[src/rtl/serial_display_driver.sv]
// Driver for a chain of serial-in/parallel-out display shift registers.
// Each frame shifts NBITS bits on sclk/sdata, latches them with sload, then idles until the next refresh.

module serial_display_driver_checker (
    input  logic clk,
    input  logic rst_n,
    input  logic sclk,
    input  logic sdata,
    input  logic sload,
    input  logic frame_done,
    input  logic sclr_n
);

    // The chain must never see shifting while it is loading.
    a_load_quiet : assert property (@(posedge clk) disable iff (!rst_n)
        sload |-> (!sclk && !sdata));

    // frame_done only marks a cycle in which sload is high.
    a_done_in_load : assert property (@(posedge clk) disable iff (!rst_n)
        frame_done |-> sload);

    // Once the chain clear is released it stays released until the next reset.
    a_clear_sticky : assert property (@(posedge clk) disable iff (!rst_n)
        sclr_n |=> sclr_n);

endmodule

module serial_display_driver #(
    parameter int unsigned NBITS          = 72,
    parameter int unsigned SCLK_HALF      = 16,
    parameter int unsigned LOAD_CYCLES    = 4096,
    parameter int unsigned REFRESH_CYCLES = 131072,
    parameter bit          MSB_FIRST      = 1'b0,
    parameter bit          EARLY_UPDATE   = 1'b1
) (
    input  logic             clk,
    input  logic             rst_n,
    input  logic [NBITS-1:0] display_bits,
    input  logic             update_valid,
    output logic             update_ready,
    output logic             frame_done,
    output logic             sclk,
    output logic             sdata,
    output logic             sload,
    output logic             sclr_n
);

    localparam int unsigned SLOT_CYCLES = 2 * SCLK_HALF;
    localparam int unsigned FC_W   = (REFRESH_CYCLES > 1) ? $clog2(REFRESH_CYCLES) : 1;
    localparam int unsigned PH_W   = $clog2(SLOT_CYCLES);
    localparam int unsigned SLOT_W = (NBITS > 1) ? $clog2(NBITS) : 1;
    localparam int unsigned LD_W   = (LOAD_CYCLES > 1) ? $clog2(LOAD_CYCLES) : 1;

    localparam logic [FC_W-1:0]   FC_LAST   = FC_W'(REFRESH_CYCLES - 1);
    localparam logic [PH_W-1:0]   PH_LAST   = PH_W'(SLOT_CYCLES - 1);
    localparam logic [PH_W-1:0]   PH_RISE   = PH_W'(SCLK_HALF);
    localparam logic [SLOT_W-1:0] SLOT_LAST = SLOT_W'(NBITS - 1);
    localparam logic [LD_W-1:0]   LD_LAST   = LD_W'(LOAD_CYCLES - 1);

    typedef enum logic [1:0] {
        ST_SHIFT = 2'd0,
        ST_LOAD  = 2'd1,
        ST_WAIT  = 2'd2
    } state_t;

    state_t            state_r, state_next_s;
    logic [FC_W-1:0]   fc_r, fc_next_s;
    logic [PH_W-1:0]   ph_r, ph_next_s;
    logic [SLOT_W-1:0] slot_r, slot_next_s;
    logic [LD_W-1:0]   ld_r, ld_next_s;

    logic [NBITS-1:0]  active_r, active_next_s;
    logic [NBITS-1:0]  pending_r, pending_next_s;
    logic              pending_full_r, pending_full_next_s;

    logic              sclk_r, sdata_r, sload_r, frame_done_r, sclr_n_r, update_ready_r;
    logic              sclk_next_s, sdata_next_s, sload_next_s, frame_done_next_s;

    logic              accept_s;
    logic              go_shift_s;

    // Selects the frame bit carried by a given slot, honouring shift order.
    function automatic logic slot_bit(input logic [NBITS-1:0] frame, input logic [SLOT_W-1:0] slot);
        logic [SLOT_W-1:0] idx;
        if (MSB_FIRST) begin
            idx = SLOT_LAST - slot;
        end else begin
            idx = slot;
        end
        return frame[idx];
    endfunction

    assign accept_s   = update_valid & update_ready_r;
    assign go_shift_s = (state_r == ST_WAIT) &&
                        ((fc_r == FC_LAST) || (EARLY_UPDATE && accept_s));

    // State and counter registers.
    always_ff @(posedge clk or negedge rst_n) begin
        if (!rst_n) begin
            state_r <= ST_SHIFT;
            fc_r    <= '0;
            ph_r    <= '0;
            slot_r  <= '0;
            ld_r    <= '0;
        end else begin
            state_r <= state_next_s;
            fc_r    <= fc_next_s;
            ph_r    <= ph_next_s;
            slot_r  <= slot_next_s;
            ld_r    <= ld_next_s;
        end
    end

    // Next-state and counter sequencing through SHIFT -> LOAD -> WAIT.
    always_comb begin
        state_next_s = state_r;
        fc_next_s    = fc_r + FC_W'(1);
        ph_next_s    = ph_r;
        slot_next_s  = slot_r;
        ld_next_s    = ld_r;
        case (state_r)
            ST_SHIFT: begin
                if (ph_r == PH_LAST) begin
                    ph_next_s = '0;
                    if (slot_r == SLOT_LAST) begin
                        slot_next_s  = '0;
                        ld_next_s    = '0;
                        state_next_s = ST_LOAD;
                    end else begin
                        slot_next_s = slot_r + SLOT_W'(1);
                    end
                end else begin
                    ph_next_s = ph_r + PH_W'(1);
                end
            end
            ST_LOAD: begin
                if (ld_r == LD_LAST) begin
                    ld_next_s    = '0;
                    state_next_s = ST_WAIT;
                end else begin
                    ld_next_s = ld_r + LD_W'(1);
                end
            end
            ST_WAIT: begin
                if (go_shift_s) begin
                    state_next_s = ST_SHIFT;
                    fc_next_s    = '0;
                    ph_next_s    = '0;
                    slot_next_s  = '0;
                end else begin
                    state_next_s = ST_WAIT;
                end
            end
            default: begin
                // Unreachable encoding: restart a clean frame.
                state_next_s = ST_SHIFT;
                fc_next_s    = '0;
                ph_next_s    = '0;
                slot_next_s  = '0;
                ld_next_s    = '0;
            end
        endcase
    end

    // Double-buffer update: a frame only changes at SHIFT entry.
    always_comb begin
        active_next_s       = active_r;
        pending_next_s      = pending_r;
        pending_full_next_s = pending_full_r;
        if (go_shift_s) begin
            if (accept_s) begin
                active_next_s = display_bits;
            end else if (pending_full_r) begin
                active_next_s = pending_r;
            end else begin
                active_next_s = active_r;
            end
            pending_full_next_s = 1'b0;
        end else if (accept_s) begin
            pending_next_s      = display_bits;
            pending_full_next_s = 1'b1;
        end else begin
            pending_full_next_s = pending_full_r;
        end
    end

    // Frame buffer registers.
    always_ff @(posedge clk or negedge rst_n) begin
        if (!rst_n) begin
            active_r       <= '0;
            pending_r      <= '0;
            pending_full_r <= 1'b0;
        end else begin
            active_r       <= active_next_s;
            pending_r      <= pending_next_s;
            pending_full_r <= pending_full_next_s;
        end
    end

    // Output decode from the upcoming state so registered pins line up with it.
    always_comb begin
        sclk_next_s       = 1'b0;
        sdata_next_s      = 1'b0;
        sload_next_s      = 1'b0;
        frame_done_next_s = 1'b0;
        case (state_next_s)
            ST_SHIFT: begin
                sclk_next_s  = (ph_next_s >= PH_RISE);
                sdata_next_s = slot_bit(active_next_s, slot_next_s);
            end
            ST_LOAD: begin
                sload_next_s      = 1'b1;
                frame_done_next_s = (ld_next_s == LD_LAST);
            end
            ST_WAIT: begin
                sload_next_s = 1'b0;
            end
            default: begin
                sload_next_s = 1'b0;
            end
        endcase
    end

    // Output registers.
    always_ff @(posedge clk or negedge rst_n) begin
        if (!rst_n) begin
            sclk_r         <= 1'b0;
            sdata_r        <= 1'b0;
            sload_r        <= 1'b0;
            frame_done_r   <= 1'b0;
            sclr_n_r       <= 1'b0;
            update_ready_r <= 1'b0;
        end else begin
            sclk_r         <= sclk_next_s;
            sdata_r        <= sdata_next_s;
            sload_r        <= sload_next_s;
            frame_done_r   <= frame_done_next_s;
            sclr_n_r       <= 1'b1;
            update_ready_r <= ~pending_full_next_s;
        end
    end

    assign sclk         = sclk_r;
    assign sdata        = sdata_r;
    assign sload        = sload_r;
    assign frame_done   = frame_done_r;
    assign sclr_n       = sclr_n_r;
    assign update_ready = update_ready_r;

    serial_display_driver_checker u_checker (
        .clk        (clk),
        .rst_n      (rst_n),
        .sclk       (sclk_r),
        .sdata      (sdata_r),
        .sload      (sload_r),
        .frame_done (frame_done_r),
        .sclr_n     (sclr_n_r)
    );

endmodule

[config.mk]
export PLATFORM = sky130hd
export DESIGN_NAME = serial_display_driver
export DESIGN_NICKNAME = d
export VERILOG_FILES = /design/src/rtl/serial_display_driver.sv
export SDC_FILE = /design/constraint.sdc
export NUM_CORES = 1
export LEC_CHECK = 0
export ABC_AREA = 1
export BUFFER_PORTS_ARGS = -buffer_cell sky130_fd_sc_hd__buf_2
export CAP_MARGIN = 20
export CORE_UTILIZATION = 54
export CTS_CLUSTER_SIZE = 20
export DETAILED_ROUTE_END_ITERATION = 12
export HOLD_SLACK_MARGIN = 0.06
export PLACE_DENSITY = 0.76
export SETUP_SLACK_MARGIN = 0.02
export SYNTH_ARGS = -nofsm -noshare
export SYNTH_HDL_FRONTEND = slang
export SYNTH_HIERARCHICAL = 1
export SYNTH_SLANG_ARGS = --single-unit
[constraint.sdc]
create_clock -name clk -period 3 [get_ports clk]
set_input_delay 0.15 -clock clk [delete_from_list [all_inputs] [get_ports clk]]
set_output_delay 0.15 -clock clk [all_outputs]
set_load 0.05 [all_outputs]
---- Word-level counts from Yosys, hierarchy flattened ----
Index checks and enable logic that the tools add are counted.
storage, ports and cells
  word-level logic and storage cells ...... 67
  bits in registers ....................... 194
  input port bits ......................... 75
operators by class
  multiplexer cells ....................... 30
  add/subtract/negate cells ............... 4
  equality and inequality tests ........... 8
  reduce and logical (&&, ||, !) cells .... 6
  magnitude comparators ................... 2
  bitwise gates (word level) .............. 3
operators by type and width
  kind                                                         count
  2-to-1 mux 72 bit                                            3
  2-to-1 mux 12 bit                                            3
  one-hot mux 12 bit (3 select lines)                          1
  one-hot mux 17 bit (2 select lines)                          1
  2-to-1 mux 7 bit                                             4
  == test 12 bit (second input constant)                       2
  one-hot mux 7 bit (3 select lines)                           1
  adder 17 x 1 -> 17 bit (second input constant)               1
  == test 17 bit (second input constant)                       1
  2-to-1 mux 17 bit                                            1
  one-hot mux 5 bit (3 select lines)                           1
  adder 12 x 1 -> 12 bit (second input constant)               1
  2-to-1 mux 5 bit                                             2
  less-than comparator 7 x 8 -> 1 bit (second input constant)  1
  2-to-1 mux 2 bit                                             4
  adder 7 x 1 -> 7 bit (second input constant)                 1
  binary-select mux 1 bit (select 7 bit)                       1
  == test 7 bit (second input constant)                        1
  2-to-1 mux 1 bit                                             7
  one-hot mux 2 bit (3 select lines)                           1
  adder 5 x 1 -> 5 bit (second input constant)                 1
  == test 5 bit (second input constant)                        1
  greater-or-equal comparator 5 bit (second input constant)    1
  == test 2 x 1 -> 1 bit (second input constant)               2
  other kinds (8)                                              10

---- Longest topological paths before layout ----
Gate-level depths: netlist of run 1.
  word-level depth ........................ 10
  gate-level depth with buffers ........... 30

---- Least setup slack after synthesis of run 1 ----
No wires, ideal clock.
  kind .................................... register to register
  start point ............................. register fc_r[0]
  end point ............................... register sdata_r (netlist: sdata)
  period minus slack after synthesis ...... 3,242 ps
  slack ................................... -242 ps
  data required time ...................... 2,883 ps
  buffers on the path ..................... 2
  arrival time ............................ 3,124 ps
  setup time .............................. 117 ps
  cell stages (with the launch flop) ...... 31
  path through ............................ dfrtp_1 ha_1 nand2_1 nor2_1 nand3_1 nor2_1 inv_1 nor2_1 inv_1 nor2_1 and3_1 nand4_1 nor3b_1 ha_1 inv_1 nand2_1 nand3_2 buf_6 buf_2 nand2_1 nand2_1 nand3_1 nand3_1 nand3_1 nand3_1 nand2_1 nand2_1 nand2_1 inv_1 nand2_1 a21oi_2
between the ends
  elaborated cells between the ends (all ways) .. 13
RTL lines
  item                                    line  RTL
  start: declaration                      67    logic [FC_W-1:0] fc_r, fc_next_s;
  start signal: assignment                107   fc_r <= fc_next_s;
  == test 17 bit                          95    ((fc_r == FC_LAST) || (EARLY_UPDATE && accept_s));
  logical OR 1 bit                        95
  logical AND 1 bit                       94    assign go_shift_s = (state_r == ST_WAIT) &&
  2-to-1 mux 72 bit                       170   if (go_shift_s) begin
  named net active_next_s[0]              72    logic [NBITS-1:0] active_r, active_next_s;
  binary-select mux 1 bit (select 7 bit)  90    return frame[idx];
  2-to-1 mux 1 bit (not written as such)  90
  2-to-1 mux 1 bit                        206   case (state_next_s)
  named net sdata_next_s                  77    logic sclk_next_s, sdata_next_s, sload_next_s, frame_done_next_s;
  end signal: assignment                  235   sdata_r <= sdata_next_s;
  end: declaration                        76    logic sclk_r, sdata_r, sload_r, frame_done_r, sclr_n_r, update_ready_r;
The timed path passes the listed nets, and every way through them passes these cells. The select of a mux whose other input is x is not followed.
A chain may end at the register's enable or synchronous reset.

---- Worst setup path in the final report of run 1 ----
  start point ............................. register fc_r[1]
  end point ............................... register sdata_r (netlist: sdata)
Same word-level chain as after synthesis.

==> PnR_summary.wiki, run 1 <==
{| class="wikitable"
! Metric !! Value
|-
| End-of-flow core utilization || 75.3%
|-
| Launch point of the worst reg-to-reg path || fc_r[1]
|-
| Crit path required time || 3.38 ns
|-
| Register clock-pin slew on the reported worst setup and hold paths || 0.07 ns
|-
| Mean instance size in the synthesized netlist || 8.23 µm²
|-
| HPWL Detailed || 15.0 mm
|-
| Gr usage total || 28.0%
|-
| Total of max-cap violations || 0
|-
| CP Launch Type || register
|-
| Share of total power in the clock network || 45.7%
|-
| Synth Register Bits || 194
|-
| GPL Wtd Cong || 0.827
|-
| Post-Synthesis Cells || 1,167
|-
| Slowest stage delay, CP || 0.38 ns
|-
| Io pins || 81
|-
| Fin. Hold Viols || 0
|-
| Relative slew slack || 50.1%
|-
| First drt pass iteration count || 7
|-
| Via/cell ratio || 5.64
|-
| Least-Margin Pin Slew || 0.748 ns
|-
| Sequential share of power || 50.3%
|-
| H-tree depth reported by CTS || 4
|-
| # setup viols final || 82
|-
| Core region area || 17,400 µm²
|-
| DRC violations left || 0
|-
| Worst reg2reg path endpoint || sdata
|-
| Port Buffer Count || 80
|-
| Worst clock skew || 0.0101 ns
|-
| Setup slack on the worst flop-to-flop path || -0.78 ns
|-
| Internal power component || 4.05 mW
|-
| DIE WIDTH || 135 µm
|-
| Count of cells along the worst register-to-register path || 30
|-
| Max FO, Critical Path || 5
|-
| Crit Path Class || reg -> reg
|-
| Max Clock Freq || 0.264 GHz
|-
| Most common cell on crit path || nand3_1
|-
| Congestion Overflow GR || 0
|-
| Setup repair after global routing missed its margin || yes
|-
| Starting density of the core || 55.3%
|-
| Post-detailed-route count of antenna-violating nets || 0
|-
| Proportion of layout cells with a drive suffix above 1 || 31.1%
|-
| Total number of nets in the final design || 1,435
|-
| Worst setup path start || fc_r[1]
|-
| Seq/Total Area, Yosys || 50.6%
|-
| Post-synthesis to final-layout area growth || 36.2%
|-
| Row count || 48
|-
| Via count || 8,980
|-
| Via count of the first global-routing pass || 8,254
|-
| DRC violation total after the first TritonRoute iteration || 849
|-
| Violated checks || negative setup slack
|-
| Antenna violations before repair || 0
|-
| Status || finished, violations left
|-
| Post-synth net total || 1,248
|-
| Num Clock Sinks || 194
|-
| Per-cell routed wire length || 17.2 µm
|-
| Maximum number of pins on one net before global-route repair || 85
|-
| Worst Setup Slack, final || -0.784 ns
|-
| Switching share of power || 22.0%
|-
| Worst EP arrival || 4.16 ns
|-
| Global-route wire length before repair || 39.9 mm
|-
| Part of the power in combinational logic || 4.0%
|-
| Leak pwr || 6.47 nW
|-
| Final number of max-transition violations || 0
|-
| Count of different cell masters after synthesis || 38
|-
| Clock Latency Late Sink || 0.45 ns
|-
| Clock tree buffer depth || 2
|-
| Count of warnings emitted by yosys || 6
|-
| Netlist Area Pre-Place || 9600 µm²
|-
| Power per standard cell area || 397 nW/µm²
|-
| Chip height || 135 µm
|-
| Clock tree from TritonCTS || yes
|-
| DIE AREA || 18,300 µm²
|-
| Type of the most critical hold path || in -> async
|-
| Period utilisation layout || 126%
|-
| Timing endpoint of the critical path || sdata
|-
| Switching Power || 1.14 mW
|-
| Time the final worst path needs with I/O delays and setup || 3.78 ns
|-
| Worst Setup Slack post-DPL || -0.544 ns
|-
| Critical path's slowest cell || dfrtp_1
|-
| Kind of end point of the critical path || register
|-
| Antenna diode instance count || 0
|-
| Max rail drop VDD || 0.402 mV
|-
| Total clock buffers created by CTS || 17
|-
| Clock Tree Root || clkbuf_16
|-
| Total Routed Length || 27.4 mm
|}
[layout by cell type, fill, tap and decap left out, drive strengths merged]
cell type,n
nor3b,5
mux2,42
inv,92
nor2,44
clkinv,3
nand2,447
buf,146
a22oi,3
nand3,103
o22ai,7
o32ai,1
and3b,1
conb,1
bufinv,3
ha,6
and3,1
nand4,8
clkinvlp,4
dfrtp,194
o211ai,39
nor3,10
a22o,1
o21a,5
clkbuf,27
dlygate4sd3,73
xor2,6
or2,3
o21ai,67
a21oi,24
[flip-flops by register name (all words and copies together), names as in the netlist]
register and cells:
active_r 72, fc_r 17, frame_done 1, ld_r 12
pending_full_r 1, pending_r 72, ph_r 5, sclk 1
sclr_n 1, sdata 1, sload 1, slot_r 7
state_r 2, update_ready 1
[cell type report]
cell class / count / area (µm²)
clock buffer: 19 / 443
clock inverter: 12 / 156
fill: 1068 / 4280
inverter: 90 / 348
multi-input combinational: 824 / 4850
sequential: 194 / 4860
tap: 225 / 282
timing repair buffer: 227 / 2150
[cells by family after synthesis]
family / after synthesis / synth area share (%)
AND/OR/NAND/NOR: 622 / 27.0
flip-flops: 194 / 50.6
buffers and inverters: 149 / 6.86
AO/OA/AOI/OAI: 147 / 9.29
multiplexers: 42 / 4.93
adder cells (fa/ha/maj): 6 / 0.782
XOR/XNOR: 6 / 0.547
other: 1 / 0.0391
[what timing repair did]
item	in CTS	in global routing
setup buffers	7	13
endpoints found under the hold margin	176	0
gates resized for setup	9	260
setup endpoints to repair	18	106
gates cloned	2	9
pin swaps	6	39
hold buffers	73	0
[power groups by stage]
stage / registers [mW] / logic (mW) / clock network, mW
final: 2.61 / 0.207 / 2.37
after global routing: 2.61 / 0.230 / 2.48
after CTS: 2.61 / 0.205 / 2.37
after detailed placement: 2.67 / 0.133 / 0
after global placement: 2.67 / 0.132 / 0
after floorplan: 2.67 / 0.0110 / 0
[critical path, delay by kind of cell, from the launching register on]
family                   cells  cell delay (ns)
flip-flops                   1             0.38
buffers and inverters        7             0.66
adder cells (fa/ha/maj)      2             0.41
AO/OA/AOI/OAI                2             0.28
AND/OR/NAND/NOR             19             1.96
[cell usage after synthesis (all sizes together)]
cell type,n,share of area [%]
a22oi,3,0.23
or2,3,0.20
nand2,447,18
nand3,103,5.6
buf,37,2.5
nand4,8,0.52
dfrtp,194,51
and3b,1,0.091
ha,6,0.78
o21ai,67,3.6
o22ai,7,0.46
a22o,1,0.091
inv,90,3.5
conb,1,0.039
o21a,5,0.39
xor2,6,0.55
nor2,44,1.9
nor3b,5,0.39
and3,1,0.065
nor3,10,0.52
o32ai,1,0.091
a21oi,24,1.4
mux2,42,4.9
o211ai,39,3.1
clkbuf,22,0.86
[layer usage]
layer / GRT usage (%) / wire, µm / vias to the layer above / share of wire (%)
met4: 10.6 / 824 / 0 / 3.0
met5: 0 / 0 / - / 0
met3: 5.46 / 1540 / 78 / 5.6
met1: 37.1 / 11200 / 4338 / 41
met2: 45.6 / 13800 / 391 / 50
li1: - / - / 4173 / -
[metrics by stage]
stage | instances | power (mW) | instance area (µm²) | setup TNS [ns] | hold WS [ns]
3_5_place_dp | 1458 | 2.80 | 10400 | -0.602 | 0.203
6_report | 1591 | 5.19 | 13100 | -5.04 | 0.261
2_1_floorplan | 1167 | 2.68 | 9600 | -0.134 | -0.146
5_1_grt | 1591 | 5.33 | 13100 | -21.92 | 0.320
4_1_cts | 1571 | 5.19 | 11900 | -0.519 | 0.290
3_3_place_gp | 1458 | 2.80 | 10400 | -0.406 | 0.201
[worst min path at each step]
| stage | end | depth (start not counted) | start | slack [ns] |
|---|---|---|---|---|
| 5_1_grt | pending_r[66] | 2 | rst_n | 0.32 |
| 2_1_floorplan | active_r[0] | 0 | rst_n | -0.15 |
| 6_report | pending_r[66] | 2 | rst_n | 0.26 |
| 4_1_cts | sclr_n | 2 | rst_n | 0.29 |
| 3_3_place_gp | pending_r[66] | 1 | rst_n | 0.20 |
| 3_5_place_dp | sclr_n | 1 | rst_n | 0.20 |
Power figures use the tool's default switching activity.
==> inputs of run 2 (changes only) <==
==> constraint.sdc (replaced) <==
create_clock -name clk -period 3 [get_ports clk]
set_input_delay 0.6 -clock clk [delete_from_list [all_inputs] [get_ports clk]]
set_output_delay 0.6 -clock clk [all_outputs]
set_load 0.05 [all_outputs]
==> run 2 against run 1 <==
The flow still finishes with violations (negative setup slack). Via count is 8.9% lower. Worst hold slack worse by 0.059 ns. Register-to-register slack improved by 0.35 ns.
==> PnR_summary.wiki, run 2 (synthesized netlist as in run 1, its figures left out) <==
{| class="wikitable"
! Metric !! Value
|-
| Least-Margin Pin Slew || 0.704 ns
|-
| Clock Tree Root || clkbuf_16
|-
| Clock tree buffer depth || 2
|-
| H-tree depth reported by CTS || 4
|-
| Gr usage total || 26.3%
|-
| Antenna violations before repair || 0
|-
| Total Power Consumption || 4.92 mW
|-
| Max Clock Freq || 0.291 GHz
|-
| DRC violation total after the first TritonRoute iteration || 632
|-
| Slowest stage delay, CP || 0.36 ns
|-
| Most common library cell in the layout ignoring fill and taps || nand2_1
|-
| HPWL Detailed || 14.8 mm
|-
| Status || finished, violations left
|-
| Core region area || 17,400 µm²
|-
| Port Buffer Count || 80
|-
| Highest-count cells in the layout ignoring fill and taps || nand2_1 (436), dfrtp_1 (193), nand3_1 (98)
|-
| Global-route wire length before repair || 37.9 mm
|-
| Final number of max-transition violations || 0
|-
| Relative slew slack || 53.1%
|-
| FILL cells || 1,369
|-
| Num Clock Sinks || 194
|-
| Setup repair after global routing missed its margin || yes
|-
| Worst Setup Slack, final || -0.432 ns
|-
| Proportion of layout cells with a drive suffix above 1 || 22.5%
|-
| Count of cells along the worst register-to-register path || 27
|-
| Max FO, Critical Path || 8
|-
| Most common cell on crit path || nand3_1
|-
| Total clock buffers created by CTS || 17
|-
| Clock Latency Late Sink || 0.44 ns
|-
| Total of max-cap violations || 0
|-
| Maximum number of pins on one net before global-route repair || 81
|-
| End-of-flow core utilization || 66.4%
|-
| DIE AREA || 18,300 µm²
|-
| Fin. Hold Viols || 0
|-
| CTS Hold Buffers Added || 0
|-
| Critical path depth || 27
|-
| Sequential share of power || 53.1%
|-
| Worst reg2reg path endpoint || sdata
|-
| Total Routed Length || 23.0 mm
|-
| Row count || 48
|-
| DIE WIDTH || 135 µm
|-
| Worst setup path start || fc_r[0]
|-
| Via count of the first global-routing pass || 7,933
|-
| Violated checks || negative setup slack
|-
| # setup viols final || 2
|-
| GPL Wtd Cong || 0.829
|-
| Critical path buffer and inverter count || 5
|-
| Power per standard cell area || 427 nW/µm²
|-
| Setup slack on the worst flop-to-flop path || -0.43 ns
|-
| Worst EP arrival || 3.80 ns
|-
| CP Launch Type || register
|-
| Congestion Overflow GR || 0
|-
| Family with the most delay on the worst path || simple AND/OR/NAND/NOR gates
|-
| Clock tree from TritonCTS || yes
|-
| Total number of nets in the final design || 1,368
|-
| Max rail drop VDD || 0.449 mV
|-
| Biggest registers after layout || active_r (72), pending_r (72), fc_r (17)
|-
| Via count || 8,182
|-
| Starting density of the core || 55.3%
|-
| Time the final worst path needs with I/O delays and setup || 3.43 ns
|-
| Share of total power in the clock network || 44.2%
|-
| Post-detailed-route count of antenna-violating nets || 0
|-
| Critical path's slowest cell || dfrtp_1
|-
| Post-synthesis to final-layout area growth || 20.1%
|-
| Internal power component || 3.77 mW
|-
| Period utilisation layout || 114%
|-
| Switching Power || 1.15 mW
|-
| Register clock-pin slew on the reported worst setup and hold paths || 0.07 ns
|-
| Type of the most critical hold path || in -> async
|-
| Chip height || 135 µm
|-
| First drt pass iteration count || 5
|-
| DRC violations left || 0
|-
| Setup TNS Final || -0.779 ns
|-
| Leak pwr || 6.04 nW
|-
| Via/cell ratio || 5.37
|-
| Antenna diode instance count || 0
|-
| Timing endpoint of the critical path || sdata
|-
| Crit Path Class || reg -> reg
|-
| Worst clock skew || 0.0110 ns
|-
| Per-cell routed wire length || 15.1 µm
|-
| Io pins || 81
|-
| Kind of end point of the critical path || register
|-
| Part of the power in combinational logic || 2.7%
|-
| Launch point of the worst reg-to-reg path || fc_r[0]
|-
| Crit path required time || 3.37 ns
|-
| Switching share of power || 23.4%
|}
==> run 2: changes by cell type in the layout (fill, tap and decap cells not counted), moves of 4 or more <==
cell	delta
nor2_1	+4
buf_4	+22
clkbuf_16	-5
nand2_4	-37
nand2_2	-85
buf_12	-9
dlygate4sd3_1	-73
nand2_1	+122
nor2_4	-5
==> run 2: worst min-delay path by stage <==
stage	start	to	slack, ns	cells after the start
2_1_floorplan	rst_n	active_r[0]	0.30	0
3_3_place_gp	active_r[35]	active_r[35]	0.46	2
3_5_place_dp	active_r[35]	active_r[35]	0.46	2
4_1_cts	rst_n	pending_r[60]	0.22	1
5_1_grt	rst_n	pending_r[71]	0.25	1
6_report	rst_n	sclr_n	0.20	1
==> run 2: final cells by class <==
class                           instances  area, µm²  area share [%]
Tap cell                              225        282            2.44
Multi-Input combinational cell        824       4230            36.7
Clock inverter                         14        124            1.07
Sequential cell                       194       4860            42.1
Timing Repair Buffer                  160       1250            10.9
Clock buffer                           18        439            3.81
Inverter                               90        345            3.00
==> run 2: timing repair <==
action | in CTS | in global routing
resized for setup | 14 | 53
setup endpoints to repair | 20 | 99
setup buffers | 9 | 8
pin swaps | 5 | 12
gates cloned | 2 | 4
==> run 2: power groups by stage <==
stage	Sequential [mW]	Clock (mW)	Combinational (mW)
6_report	2.61	2.17	0.132
5_1_grt	2.61	2.31	0.151
4_1_cts	2.61	2.20	0.136
3_5_place_dp	2.67	0	0.136
3_3_place_gp	2.67	0	0.136
2_1_floorplan	2.67	0	0.0110
==> run 2: metrics by stage <==
step           hold slack [ns]  instances  area (µm²)  worst slack [ns]
6_report                 0.203       1525       11500            -0.432
5_1_grt                  0.249       1525       11500            -0.758
2_1_floorplan            0.304       1167        9600            -0.134
4_1_cts                  0.223       1513       11200            -0.390
3_3_place_gp             0.459       1470       10500            -0.437
3_5_place_dp             0.462       1470       10500            -0.511
==> run 2: routing by layer <==
metal	track usage [%]	wire [µm]
met5	0	0
met4	9.05	372
met3	4.64	1420
met2	42.0	10900
met1	36.3	10300
